### config.mk
export PLATFORM = sky130hd
export DESIGN_NAME = m2vside_fifo
export DESIGN_NICKNAME = d
export VERILOG_FILES = /design/src/rtl/m2vside_pkg.sv /design/src/rtl/m2vside_ram.sv /design/src/rtl/m2vside_fifo.sv
export SDC_FILE = /design/constraint.sdc
export NUM_CORES = 1
export LEC_CHECK = 0
export BUFFER_PORTS_ARGS = -buffer_cell sky130_fd_sc_hd__buf_2
export CAP_MARGIN = 20
export CORE_AREA = 8 8 137 139
export DETAILED_ROUTE_END_ITERATION = 8
export DIE_AREA = 0 0 145 147
export HOLD_SLACK_MARGIN = 0.15
export PLACE_DENSITY_LB_ADDON = 0.3
export SETUP_SLACK_MARGIN = 0.4
export SYNTH_ARGS = -nofsm -noshare
export SYNTH_HDL_FRONTEND = slang
export SYNTH_SLANG_ARGS = --single-unit
### constraint.sdc
create_clock -name clk -period 3.7 [get_ports clk]
set_input_delay 1.11 -clock clk [delete_from_list [all_inputs] [get_ports clk]]
set_output_delay 1.11 -clock clk [all_outputs]
set_load 0.01 [all_outputs]
### src/rtl/m2vside_pkg.sv
// Shared constants for the MPEG2 side-information queue: default field widths,
// record width helper and the bit offsets of the fixed-width low fields.
package m2vside_pkg;

  localparam int DEF_MVH_WIDTH = 16;
  localparam int DEF_MVV_WIDTH = 15;
  localparam int DEF_MBX_WIDTH = 6;
  localparam int DEF_MBY_WIDTH = 5;
  localparam int DEF_DEPTH     = 4;
  localparam int DEF_PTR_WIDTH = 2;

  // Record layout, MSB first: {mv_h, mv_v, mb_x, mb_y, mb_intra, block, coded, enable}
  localparam int OFF_ENABLE = 0;
  localparam int OFF_CODED  = 1;
  localparam int OFF_BLOCK  = 2;
  localparam int OFF_INTRA  = 5;
  localparam int OFF_MBY    = 6;

  localparam int DEF_OFF_MBX = OFF_MBY + DEF_MBY_WIDTH;
  localparam int DEF_OFF_MVV = DEF_OFF_MBX + DEF_MBX_WIDTH;
  localparam int DEF_OFF_MVH = DEF_OFF_MVV + DEF_MVV_WIDTH;

  function automatic int rec_width(input int mvh, input int mvv, input int mbx, input int mby);
    return mvh + mvv + mbx + mby + 6;
  endfunction

  localparam int DEF_REC_WIDTH = rec_width(DEF_MVH_WIDTH, DEF_MVV_WIDTH,
                                           DEF_MBX_WIDTH, DEF_MBY_WIDTH);

endpackage

### src/rtl/m2vside_ram.sv
// DEPTH x WIDTH register file: one synchronous write port, one asynchronous read port.
module m2vside_ram #(
  parameter int DEPTH     = 4,
  parameter int PTR_WIDTH = 2,
  parameter int WIDTH     = 48
) (
  input  logic                 clk,
  input  logic                 we,
  input  logic [PTR_WIDTH-1:0] waddr,
  input  logic [WIDTH-1:0]     wdata,
  input  logic [PTR_WIDTH-1:0] raddr,
  output logic [WIDTH-1:0]     rdata
);

  logic [WIDTH-1:0] mem [DEPTH];

  always_ff @(posedge clk) begin
    if (we) mem[waddr] <= wdata;
  end

  assign rdata = mem[raddr];

endmodule

### src/rtl/m2vside_fifo.sv
// Side-information queue between VLD front end and IDCT/MC back end.
// Define M2VSIDE_FIFO_ERR_EN to build the sticky ovf/udf flag registers.
module m2vside_fifo
  import m2vside_pkg::*;
#(
  parameter int MVH_WIDTH = DEF_MVH_WIDTH,
  parameter int MVV_WIDTH = DEF_MVV_WIDTH,
  parameter int MBX_WIDTH = DEF_MBX_WIDTH,
  parameter int MBY_WIDTH = DEF_MBY_WIDTH,
  parameter int DEPTH     = DEF_DEPTH,
  parameter int PTR_WIDTH = DEF_PTR_WIDTH
) (
  input  logic                 clk,
  input  logic                 reset,
  input  logic [MVH_WIDTH-1:0] in_mv_h,
  input  logic [MVV_WIDTH-1:0] in_mv_v,
  input  logic [MBX_WIDTH-1:0] in_mb_x,
  input  logic [MBY_WIDTH-1:0] in_mb_y,
  input  logic                 in_mb_intra,
  input  logic [2:0]           in_block,
  input  logic                 in_coded,
  input  logic                 in_enable,
  input  logic                 push,
  input  logic                 pop,
  output logic [MVH_WIDTH-1:0] out_mv_h,
  output logic [MVV_WIDTH-1:0] out_mv_v,
  output logic [MBX_WIDTH-1:0] out_mb_x,
  output logic [MBY_WIDTH-1:0] out_mb_y,
  output logic                 out_mb_intra,
  output logic [2:0]           out_block,
  output logic                 out_coded,
  output logic                 out_enable,
  output logic                 empty,
  output logic                 full,
  output logic [PTR_WIDTH:0]   level,
  output logic                 ovf,
  output logic                 udf
);

  localparam int REC_W   = rec_width(MVH_WIDTH, MVV_WIDTH, MBX_WIDTH, MBY_WIDTH);
  localparam int OFF_MBX = OFF_MBY + MBY_WIDTH;
  localparam int OFF_MVV = OFF_MBX + MBX_WIDTH;
  localparam int OFF_MVH = OFF_MVV + MVV_WIDTH;

  localparam logic [PTR_WIDTH:0]   CNT_ONE  = 1;
  localparam logic [PTR_WIDTH:0]   CNT_FULL = (PTR_WIDTH + 1)'(DEPTH);
  localparam logic [PTR_WIDTH-1:0] PTR_ONE  = 1;

  logic [PTR_WIDTH-1:0] wp;
  logic [PTR_WIDTH-1:0] rp;
  logic [PTR_WIDTH:0]   count;
  logic [REC_W-1:0]     wr_rec;
  logic [REC_W-1:0]     rd_rec;
  logic                 do_push;
  logic                 do_pop;

  assign empty = (count == '0);
  assign full  = (count == CNT_FULL);
  assign level = count;

  // A push into a full queue is only accepted when a pop frees the head slot this cycle.
  assign do_push = push && (!full || pop);
  assign do_pop  = pop && !empty;

  assign wr_rec = {in_mv_h, in_mv_v, in_mb_x, in_mb_y, in_mb_intra, in_block, in_coded, in_enable};

  m2vside_ram #(
    .DEPTH     (DEPTH),
    .PTR_WIDTH (PTR_WIDTH),
    .WIDTH     (REC_W)
  ) u_ram (
    .clk   (clk),
    .we    (do_push),
    .waddr (wp),
    .wdata (wr_rec),
    .raddr (rp),
    .rdata (rd_rec)
  );

  always_ff @(posedge clk) begin
    if (reset) begin
      wp    <= '0;
      rp    <= '0;
      count <= '0;
    end else begin
      if (do_push) wp <= wp + PTR_ONE;
      if (do_pop)  rp <= rp + PTR_ONE;
      case ({do_push, do_pop})
        2'b10:   count <= count + CNT_ONE;
        2'b01:   count <= count - CNT_ONE;
        default: count <= count;
      endcase
    end
  end

  // Outputs behave like the old single latch: they move only on pop or reset.
  always_ff @(posedge clk) begin
    if (reset) begin
      out_mv_h     <= '0;
      out_mv_v     <= '0;
      out_mb_x     <= '0;
      out_mb_y     <= '0;
      out_mb_intra <= 1'b0;
      out_block    <= '0;
      out_coded    <= 1'b0;
      out_enable   <= 1'b0;
    end else if (do_pop) begin
      out_mv_h     <= rd_rec[OFF_MVH +: MVH_WIDTH];
      out_mv_v     <= rd_rec[OFF_MVV +: MVV_WIDTH];
      out_mb_x     <= rd_rec[OFF_MBX +: MBX_WIDTH];
      out_mb_y     <= rd_rec[OFF_MBY +: MBY_WIDTH];
      out_mb_intra <= rd_rec[OFF_INTRA];
      out_block    <= rd_rec[OFF_BLOCK +: 3];
      out_coded    <= rd_rec[OFF_CODED];
      out_enable   <= rd_rec[OFF_ENABLE];
    end else if (pop) begin
      out_enable   <= 1'b0;
    end
  end

`ifdef M2VSIDE_FIFO_ERR_EN
  always_ff @(posedge clk) begin
    if (reset) begin
      ovf <= 1'b0;
      udf <= 1'b0;
    end else begin
      if (push && full && !pop) ovf <= 1'b1;
      if (pop && empty)         udf <= 1'b1;
    end
  end
`else
  assign ovf = 1'b0;
  assign udf = 1'b0;
`endif

endmodule

## After elaboration in Yosys (flattened, before gate mapping)

Memory sizes are Yosys's and may differ from the RTL's. A register that Yosys moved wholly into a read port is not among the register bits.
Index checks and enable logic that the tools add are counted.

| word-level totals | value |
|---|---|
| register bits after elaboration | 55 |
| latch bits | 0 |
| RAM bits | 192 |
| ROM bits | 0 |
| bits of input ports | 52 |
| output and inout bits | 55 |
| memories kept | 1 |

| operators by class | value |
|---|---|
| $add $sub $neg | 4 |
| multipliers | 0 |
| divide/modulo/power cells | 0 |
| order comparisons | 0 |
| equal/unequal tests | 3 |
| shift operators | 0 |
| mux-type cells | 7 |
| bitwise operators | 0 |
| reduce and logical (&&, ||, !) cells | 8 |

Memories:

| name | words | width | read ports | clocked after Yosys merged registers in | wr ports | RTL line | RTL |
|---|---|---|---|---|---|---|---|
| u_ram.mem | 4 | 48 | 1 | 1 | 1 | m2vside_ram.sv:15 | `logic [WIDTH-1:0] mem [DEPTH];` |

Operators by type and width:

| cell | count |
|---|---|
| one-hot mux 3 bit (2 select lines) | 1 |
| adder 2 x 1 -> 2 bit, second input constant | 2 |
| 2-to-1 mux 1 bit | 4 |
| 2-to-1 mux 2 bit | 2 |
| nonzero test 2 bit | 2 |
| adder 3 x 1 -> 3 bit, second input constant | 1 |
| == test 3 bit, second input constant | 1 |
| zero test 3 bit | 1 |
| subtractor 3 x 1 -> 3 bit, second input constant | 1 |
| == test 2 x 1 -> 1 bit, second input constant | 1 |
| == test 2 bit, second input constant | 1 |
| logical AND 1 bit | 2 |
| zero test 1 bit | 2 |
| logical OR 1 bit | 1 |

## Depth between registers and ports, before layout

Gate-level depths: netlist (run 1).

| logic depth | value |
|---|---|
| word-level depth | 6 |
| mapped depth | 9 |
| mapped depth without buffers | 9 |

## Hierarchy

Synthesis (run 1) repeated with hierarchy kept, for this count alone.

| second synthesis, totals | value |
|---|---|
| cell total of the unflattened synthesis | 506 |
| area, all modules | 8984.9 sq um |

By module, submodules not included:

| module | instances | cells each | area each (sq um) | sequential area each (sq um) |
|---|---|---|---|---|
| m2vside_ram | 1 | 254 | 6949.2 | 5765.5 |
| m2vside_fifo | 1 | 252 | 2035.7 | 1101.1 |

## Worst setup path after synthesis (run 1)

No wires, ideal clock.

| timing | value |
|---|---|
| path type | input to register |
| from | in pop |
| to | mem u_ram.mem[0][0] (enable) |
| library setup time | 0.410 ns |
| data arrival time | 2.694 ns |
| required time | 3.290 ns |
| slack | 0.596 ns |
| cell stages on the path | 3 |
| cell sequence | inv_1 > a21boi_1 > and2_1 |

| on the way | value |
|---|---|
| word-level cells in the longest chain between the ends | 4 |

RTL lines:

| item | RTL line | RTL |
|---|---|---|
| from (decl) | m2vside_fifo.sv:24 | `input logic pop,` |
| logical OR 1 bit | m2vside_fifo.sv:62 | `assign do_push = push && (!full \|\| pop);` |
| logical AND 1 bit | m2vside_fifo.sv:62 |  |
| 2-to-1 mux 1 bit | m2vside_ram.sv:18 | `if (we) mem[waddr] <= wdata;` |
| 2-to-1 mux 1 bit (implied by the code) | m2vside_ram.sv:18 |  |
| to (decl) | m2vside_ram.sv:15 |  |

No other way between the ends.

## Worst setup path in the final report (run 1)

| timing | value |
|---|---|
| from | reg count[2] (netlist: level[2]) |
| to | out full |

| on the way | value |
|---|---|
| word-level cells in the longest chain between the ends | 1 |

RTL lines:

| item | RTL line | RTL |
|---|---|---|
| from (decl) | m2vside_fifo.sv:51 | `logic [PTR_WIDTH:0] count;` |
| from (signal assigned) | m2vside_fifo.sv:89 | `2'b10: count <= count + CNT_ONE;` |
| from (signal assigned) | m2vside_fifo.sv:90 | `2'b01: count <= count - CNT_ONE;` |
| from (signal assigned) | m2vside_fifo.sv:91 | `default: count <= count;` |
| == test 3 bit | m2vside_fifo.sv:58 | `assign full = (count == CNT_FULL);` |
| to (decl) | m2vside_fifo.sv:34 | `output logic full,` |

No other way between the ends.

==> flow_summary_export.csv, run 1 <==
group,metric,value,unit
cells_and_area,multiInputGateArea,1810,um^2
sta,hold_viol,0,
pwr,switching_power,1790,uW
sta,period_minus_slack,2510,ps
cells_and_area,layout.nets,594,
global_route,grt_pass1_vias,4558,
route,postRouteAntennaNets,0,
cells_and_area,syn2layout_area_growth,17.9,%
cells_and_area,seqCellArea,6910,um^2
placement,place_area,9680,um^2
pwr,p_sw_frac,0.251,
sta,whs,472,ps
critical_path,crit_chain,"nor3b_1, buf_2",
die,initial_utilization,0.530,
die,die_w,145,um
clock_tree,clkLatencyLatePin,500,ps
pwr,power_leakage,0.00374,uW
synth,synth_edf_count,192,
outcome,status,"finished clean",
critical_path,required,2590,ps
critical_path,arrival,1400,ps
sta,skew,7.48,ps
critical_path,cp_num_buf_inv,1,
sta,fin_ws,1190,ps
critical_path,max_stage_delay,440,ps
global_route,antenna_found_initial,3,
placement,globalplace.congestion,0.715,
die,die_h,147,um
synth,synth_cell_types,28,
clock_tree,cts_setup_buffers,0,
synth,synth_top_cell_area_share,0.650,
placement,io_buffers,104,
clock_tree,clockBufferDepth,3,
sta,finalSetupTns,0,ps
sta,fmax,399,MHz
critical_path,start_kind,"flop",
die,ios,107,
sta,relSlewSlack,0.350,
global_route,grt_max_degree,49,
route,viasPerCell,5.55,
clock_tree,clock-root-buffer,"clkbuf_16",
synth,synth_ff_type,"edfxtp_1",
route,drt-initial-drc-count,295,
synth,synth_most_common_cell,"edfxtp_1",
pwr,internal_power,5340,uW
sta,drv_slew,0,
synth,ys_top_cells_by_count,"edfxtp_1 (192), dfxtp_1 (57), mux4_2 (48), a22o_1 (47)",
pwr,combPwrFrac,0.161,
synth,syn_avg_cell_area,21.4,um^2
sta,period_share,0.677,
sta,rsz0062_at_grt,"no",
clock_tree,cts.sinks,249,
route,route.vias.total,4328,
die,core,16800,um^2
cells_and_area,design_area,10500,um^2
synth,synthesis.area,8880,um^2
pwr,ir_drop,0.380,mV
critical_path,worst_path_dominant_cell_family,"flip-flops",
synth,synth_cells,414,
pwr,power_density,681,nW/um^2
clock_tree,cts_resized,0,
critical_path,endpoint_kind,"primary output",
cells_and_area,fillers,1176,
critical_path,worst-path-max-fanout,7,
critical_path,critPathSlowestCell,"dfxtp_1",
global_route,overflow,0,
clock_tree,clkTransAtPathRegs,60,ps
placement,place_ws,713,ps
critical_path,crit_type,"flop to primary output",
sta,setup-violations-final,0,
global_route,grt_first_pass_wirelength,25.9,mm
synth,synth_seq_cells,249,
clock_tree,numCtsBuffers,24,
cells_and_area,drive_gt1_frac,0.384,
global_route,grt_use_total,0.154,
synth,yosysSeqAreaShare,0.778,
route,first_pass_iters,5,
clock_tree,cts_tree,"yes",
route,drcViolationCount,0,
die,dieArea,21300,um^2
synth,async_flop_share,0,
route,wl_per_cell,21.1,um
die,rows,48,
clock_tree,postCtsHoldBufs,0,
pwr,pwr-share-clk,0.333,
placement,hpwlAfterDp,10.6,mm
run,cap_violations,0,
synth,synth_area_leaders,"edfxtp_1 (65%), dfxtp_1 (13%), mux4_2 (12%), a22o_1 (4.6%), buf_6 (0.76%)",
route,drt-total-wl,16.5,mm
sta,tightest_slew,974,ps
synth,ys_warn_count,0,
clock_tree,h-tree-depth,1,
synth,yosys.area.top_type,"edfxtp_1",
min_path,min_path_type,"flop to flop",
pwr,seqPwrFrac,0.506,
metal layers:
| metal | up-vias | GRT usage | share of wire |
|---|---|---|---|
| li1 | 1933 | - | - |
| met1 | 2230 | 0.201 | 0.42 |
| met2 | 140 | 0.257 | 0.51 |
| met3 | 21 | 0.0375 | 0.057 |
| met4 | 4 | 0.0363 | 0.011 |
| met5 | - | 0 | 0.0019 |
flip-flops by register name (all words and copies together), names as in the netlist, named ones only:
| register | count |
|---|---|
| out_coded | 1 |
| u_ram.mem | 192 |
| out_mv_v | 15 |
| out_enable | 1 |
| out_mb_x | 6 |
| wp | 2 |
| level | 3 |
| out_mb_y | 5 |
| out_mv_h | 16 |
| out_mb_intra | 1 |
| out_block | 3 |
| rp | 2 |
layout make-up:
class	count	area share
diodes	1	0.000239
inverters	8	0.00287
well taps	225	0.0269
clock inverters	16	0.0127
repair buffers	118	0.0622
multi-input cells	135	0.173
flip-flops and latches	249	0.661
clock buffers	28	0.0618
power by group through the flow:
stage / clock network, uW / registers (uW) / logic, uW
after floorplan: 0 / 3580 / 846
after global placement: 0 / 3660 / 1150
after detailed placement: 0 / 3670 / 1180
after CTS: 2410 / 3620 / 1180
after global routing: 2530 / 3660 / 1250
final: 2370 / 3610 / 1150
cell usage in the layout, fill, tap and decap left out, drive strengths merged:
cell,Yosys,layout
a21boi,1,1
a21oi,2,2
a22o,47,47
a32o,1,1
and2,4,4
buf,18,118
bufinv,0,2
clkbuf,5,28
clkinv,0,12
clkinvlp,0,2
conb,1,2
dfxtp,57,57
diode,0,1
edfxtp,192,192
fa,1,1
ha,5,5
inv,8,8
mux2,1,1
mux2i,1,1
mux4,48,48
nand2,2,2
nor2,9,9
nor3,2,2
nor3b,1,1
o21ai,1,1
o311ai,1,1
o31a,1,1
or3,1,1
xnor2,1,1
xor2,3,3
final timing paths:
kind                from  depth (start not counted)  slack (ps)          end
max             level[2]                          2        1190         full
min          out_mv_v[2]                          1         470  out_mv_v[2]
max reg2reg     level[2]                          9        1390     level[2]
min reg2reg  out_mv_v[2]                          1         470  out_mv_v[2]
cell families (layout without fill, tap and decap cells):
kind of cell	count (synthesis)	count (layout)	share of synthesized area
compound gates	54	54	0.0520
xor+xnor	4	4	0.00395
fa+ha+maj	6	6	0.00930
buf+inv	31	170	0.0207
flops	249	249	0.778
mux	50	50	0.124
other cells	1	3	0.000422
simple gates	19	19	0.0113
through the flow:
step | cells | total power (uW) | utilization
6_report | 780 | 7130 | 0.624
5_1_grt | 780 | 7440 | 0.624
4_1_cts | 779 | 7210 | 0.624
3_5_place_dp | 735 | 4850 | 0.578
3_3_place_gp | 735 | 4810 | 0.578
2_1_floorplan | 415 | 4430 | -
No activity file was read; power rests on OpenSTA's default activity.
==> inputs of run 2 (changes only) <==
Settings changed: CORE_AREA 8 8 137 139 to 8 8 140 142, DIE_AREA 0 0 145 147 to 0 0 148 150.
Clock period 3.7 ns to 2.15 ns, I/O delays scaled along.
==> run 2 against run 1 <==
  * Power rose by 75%
  * Largest cell class unchanged
  * Register-to-register slack got worse by 1200 ps
  * Non-clock buffer count rose by 23
  * Wire length rose by 3.0%
  * Global-route usage fell by 0.31 points
  * Clock power rose by 65%
  * Combinational power rose by 120%
  * Critical path depth rose by 1
  * Clock skew rose by 1.9 ps
  * Die area rose by 4.2%
  * Clock-buffer cell count rose by 9
==> flow_summary_export.csv, run 2 (synthesis gave the netlist of run 1 again) <==
group,metric,value,unit
min_path,min_path_type,"primary input to flop",
critical_path,crit_type,"flop to primary output",
pwr,internal_power,9350,uW
route,postRouteAntennaNets,0,
cells_and_area,final_common_cell,"edfxtp_1",
cells_and_area,drive_gt1_frac,0.423,
clock_tree,numCtsBuffers,24,
clock_tree,clkLatencyLatePin,500,ps
sta,hold_viol,0,
placement,io_buffers,104,
pwr,power_leakage,0.00387,uW
critical_path,max_stage_delay,360,ps
sta,skew,9.40,ps
pwr,seqPwrFrac,0.483,
pwr,pwr-share-clk,0.313,
critical_path,crit_chain,"buf_4, nor3_4, buf_2",
clock_tree,clockBufferDepth,3,
critical_path,required,1500,ps
sta,finalSetupTns,0,ps
sta,tightest_slew,508,ps
route,wl_per_cell,21.1,um
sta,whs,357,ps
cells_and_area,mostFrequentLayoutCells,"edfxtp_1 (192), buf_2 (102), dfxtp_1 (52)",
clock_tree,cts.sinks,249,
cells_and_area,largest-register,"u_ram.mem",
placement,globalplace.congestion,0.715,
pwr,power_density,1160,nW/um^2
clock_tree,clkTransAtPathRegs,60,ps
sta,rsz0062_at_grt,"yes",
critical_path,endpoint_kind,"primary output",
cells_and_area,top_regs,"u_ram.mem (192), out_mv_h (16), out_mv_v (15)",
die,initial_utilization,0.506,
global_route,grt_pass1_vias,4678,
die,die_w,148,um
die,die_h,150,um
cells_and_area,largest_register_ffs,192,
route,route.vias.total,4402,
route,drt-total-wl,17.0,mm
placement,hpwlAfterDp,10.1,mm
global_route,overflow,0,
route,first_pass_iters,4,
critical_path,start_kind,"flop",
route,drt-initial-drc-count,279,
cells_and_area,n_antenna_cell,0,
outcome,status,"finished clean",
clock_tree,clock-root-buffer,"clkbuf_16",
pwr,ir_drop,0.670,mV
sta,period_minus_slack,1970,ps
global_route,grt_first_pass_wirelength,26.0,mm
pwr,combPwrFrac,0.204,
die,rows,49,
die,ios,107,
route,drcViolationCount,0,
sta,fmax,508,MHz
cells_and_area,layout.nets,617,
pwr,power.total,12500,uW
global_route,grt_max_degree,49,
clock_tree,cts_tree,"yes",
critical_path,worst-path-max-fanout,4,
pwr,p_sw_frac,0.251,
critical_path,critPathSlowestCell,"dfxtp_4",
sta,drv_slew,0,
die,core,17500,um^2
global_route,antenna_found_initial,4,
die,dieArea,22200,um^2
route,viasPerCell,5.46,
sta,period_share,0.915,
run,cap_violations,0,
critical_path,worst_path_dominant_cell_family,"flip-flops",
cells_and_area,final_util,0.612,
sta,setup-violations-final,0,
critical_path,arrival,1320,ps
critical_path,cp_num_buf_inv,2,
cells_and_area,syn2layout_area_growth,20.9,%
sta,relSlewSlack,0.657,
clock_tree,h-tree-depth,1,
pwr,switching_power,3140,uW
global_route,grt_use_total,0.151,
-- run 2: power groups by stage --
| stage | sequential (uW) | combinational (uW) | clock [uW] |
|---|---|---|---|
| 6_report | 6030 | 2550 | 3910 |
| 5_1_grt | 6090 | 2760 | 4170 |
| 4_1_cts | 6070 | 2440 | 4000 |
| 3_5_place_dp | 6160 | 2340 | 0 |
| 3_3_place_gp | 6130 | 2300 | 0 |
| 2_1_floorplan | 6170 | 1480 | 0 |
-- run 2: per-stage QoR --
step                      cells  instance area (um^2)  setup slack, ps
after CTS                   794                 10600              178
after floorplan             415                  8920              139
after global placement      744                  9810             40.0
after global routing        806                 10700             97.6
final                       806                 10700              182
after detailed placement    744                  9810            -33.0
-- run 2: routing by layer --
layer	up-vias	global-route usage	wire length, um
met5	-	0	46
met4	8	0.0382	367
met3	38	0.0381	1110
met2	138	0.257	8510
met1	2236	0.191	6950
li1	1982	-	-
-- run 2: path summary, 6_finish.rpt --
kind	to	slack, ps	cells past startpoint	start
worst max-delay path	empty	180	3	level[2]
worst min register to register	out_mv_v[1]	470	1	out_mv_v[1]
worst max register to register	level[2]	200	9	level[1]
worst min-delay path	u_ram.mem[3][4]	360	1	in_block[2]
-- run 2: cell type report --
| cell class | instances | area (um^2) |
|---|---|---|
| repair buffers | 141 | 901 |
| flip-flops and latches | 249 | 6920 |
| clock inverters | 7 | 36.3 |
| inverters | 8 | 32.5 |
| clock buffers | 37 | 711 |
| fillers | 1265 | 6800 |
| multi-input cells | 135 | 1850 |
| well taps | 229 | 287 |
-- run 2: what timing repair did --
action,4_1_cts,5_1_grt
pin swaps,3,2
buffers inserted,6,12
gates resized for setup,3,7
hold buffers,0,0
endpoints found under the setup margin,5,100
-- run 2: worst reg2reg max path, cell delays in order, from the launching register on --
cell,delay [ps]
dfxtp_4,370
nor3b_4,240
a21boi_4,80
inv_1,60
ha_2,180
inv_2,40
fa_2,320
xor2_1,150
or3_1,320
a21oi_2,120
==> inputs of run 3 (changes only) <==
Settings changed: CORE_AREA 8 8 140 142 to 8 8 156 128, DIE_AREA 0 0 148 150 to 0 0 164 136.
==> run 3 against run 2 <==
  * Global-route usage is 0.91 points higher
  * First-iteration DRC count is 2.9% higher
  * Critical path depth stayed put
  * Clock power is 11% higher
  * Sequential power hardly changed
  * Maximum frequency is 2.3% lower
  * Sequential share of layout area is 1.1 points lower
  * Power is 5.2% higher
  * Clock-buffer cell count is 10 lower
  * Clock skew is 1.7 ps higher
  * Worst setup slack worse by 47 ps
  * Sequential cell count stayed put
  * Critical endpoint unchanged
  * Largest power group unchanged
==> flow_summary_export.csv, run 3 (synthesis gave the netlist of run 1 again) <==
group,metric,value,unit
outcome,status,"finished clean",
sta,drv_slew,0,
critical_path,endpoint_kind,"primary output",
route,first_pass_iters,6,
sta,setup-violations-final,0,
critical_path,startpoint,"level[1]",
global_route,overflow,0,
global_route,grt_use_total,0.160,
die,initial_utilization,0.502,
sta,relSlewSlack,0.647,
die,dieArea,22300,um^2
route,viasPerCell,5.63,
clock_tree,postCtsHoldBufs,0,
route,drt-initial-drc-count,287,
run,cap_violations,0,
clock_tree,numCtsBuffers,24,
pwr,power_leakage,0.00394,uW
critical_path,r2r_cells,9,
pwr,power_density,1200,nW/um^2
pwr,ir_drop,0.814,mV
cells_and_area,largest-register,"u_ram.mem",
cells_and_area,layout.nets,616,
placement,place_ws,-101,ps
sta,fin_ws,135,ps
critical_path,worst-path-max-fanout,5,
sta,tightest_slew,529,ps
clock_tree,h-tree-depth,1,
sta,skew,11.1,ps
clock_tree,cts_tree,"yes",
critical_path,start_kind,"flop",
cells_and_area,mostFrequentLayoutCells,"edfxtp_1 (192), buf_2 (101), dfxtp_1 (51)",
die,die_h,136,um
cells_and_area,n_antenna_cell,0,
clock_tree,clockBufferDepth,3,
pwr,power.total,13100,uW
sta,period_minus_slack,2010,ps
die,ios,107,
critical_path,arrival,1370,ps
placement,hpwlAfterDp,10.6,mm
placement,io_buffers,104,
min_path,min_path_type,"primary input to flop",
min_path,hold_depth,1,
route,drcViolationCount,0,
critical_path,r2r-end,"level[2]",
critical_path,required,1500,ps
clock_tree,cts.sinks,249,
sta,fmax,496,MHz
die,core,17700,um^2
clock_tree,clkTransAtPathRegs,70,ps
cells_and_area,largest_register_ffs,192,
sta,period_share,0.937,
critical_path,r2r_start,"level[0]",
die,die_w,164,um
route,drt-total-wl,18.1,mm
cells_and_area,top_regs,"u_ram.mem (192), out_mv_h (16), out_mv_v (15)",
cells_and_area,syn2layout_area_growth,23.2,%
critical_path,crit_type,"flop to primary output",
cells_and_area,final_common_cell,"edfxtp_1",
clock_tree,clock-root-buffer,"clkbuf_16",
sta,whs,357,ps
min_path,whs_endpoint,"u_ram.mem[2][4]",
sta,rsz0062_at_grt,"yes",
cells_and_area,fillers,1237,
route,route.vias.total,4539,
die,rows,44,
global_route,grt_first_pass_wirelength,27.3,mm
placement,place_area,9820,um^2
clock_tree,clkLatencyLatePin,510,ps
global_route,grt_pass1_vias,4827,
route,postRouteAntennaNets,0,
global_route,grt_max_degree,34,
sta,finalSetupTns,0,ps
route,wl_per_cell,22.5,um
placement,globalplace.congestion,0.729,
cells_and_area,design_area,10900,um^2
global_route,antenna_found_initial,4,
min_path,min_from,"in_block[2]",
cells_and_area,drive_gt1_frac,0.438,
critical_path,regToRegSetupSlack,160,ps
sta,hold_viol,0,
==> run 3: cell types whose count changed in the layout (fill, tap and decap cells not counted), sizes merged <==
cell / delta
clkbuf: -8
clkinv: +5
bufinv: +4
buf: -3
clkinvlp: +1
==> run 3: where the power goes <==
| group | switching, uW | internal, uW | total [uW] | leakage, uW |
|---|---|---|---|---|
| sequential | 291 | 5760 | 6050 | 0.00223 |
| combinational | 1300 | 1440 | 2740 | 0.00130 |
| clock | 1740 | 2610 | 4350 | 0.000408 |
| total | 3330 | 9810 | 13100 | 0.00394 |
==> run 3: worst max-delay path, stage by stage, from the launching register on <==
cell	delay [ps]
dfxtp_4	370
buf_4	140
nor3_4	190
buf_2	160
==> run 3: timing repair <==
item | in CTS | in global routing
setup buffers | 12 | 2
setup endpoints to repair | 6 | 105
pin swaps | 5 | 5
cloned | 0 | 3
gates resized for setup | 10 | 14
==> run 3: per-stage QoR <==
step / std cells / utilization
2_1_floorplan: 415 / -
3_3_place_gp: 745 / 0.556
3_5_place_dp: 745 / 0.556
6_report: 806 / 0.619
4_1_cts: 801 / 0.610
5_1_grt: 806 / 0.619
==> run 3: how the worst max path moves through the flow <==
stage | end | cells past startpoint
after floorplan | level[2] | 8
after global placement | level[2] | 10
after detailed placement | level[2] | 8
after CTS | empty | 3
after global routing | level[2] | 9
final | empty | 3
==> run 3: area by class of cell <==
| cell class | count | area [um^2] | area share |
|---|---|---|---|
| multi-input cells | 135 | 1860 | 0.170 |
| clock buffers | 27 | 633 | 0.0579 |
| flip-flops and latches | 249 | 6920 | 0.633 |
| inverters | 8 | 32.5 | 0.00298 |
| clock inverters | 17 | 196 | 0.0180 |
| well taps | 230 | 288 | 0.0263 |
| repair buffers | 140 | 1000 | 0.0915 |
==> run 3: layer usage <==
layer | track usage | wire length, um
met5 | 0 | 54
met3 | 0.0451 | 1510
met2 | 0.262 | 8550
met4 | 0.0318 | 276
met1 | 0.212 | 7720
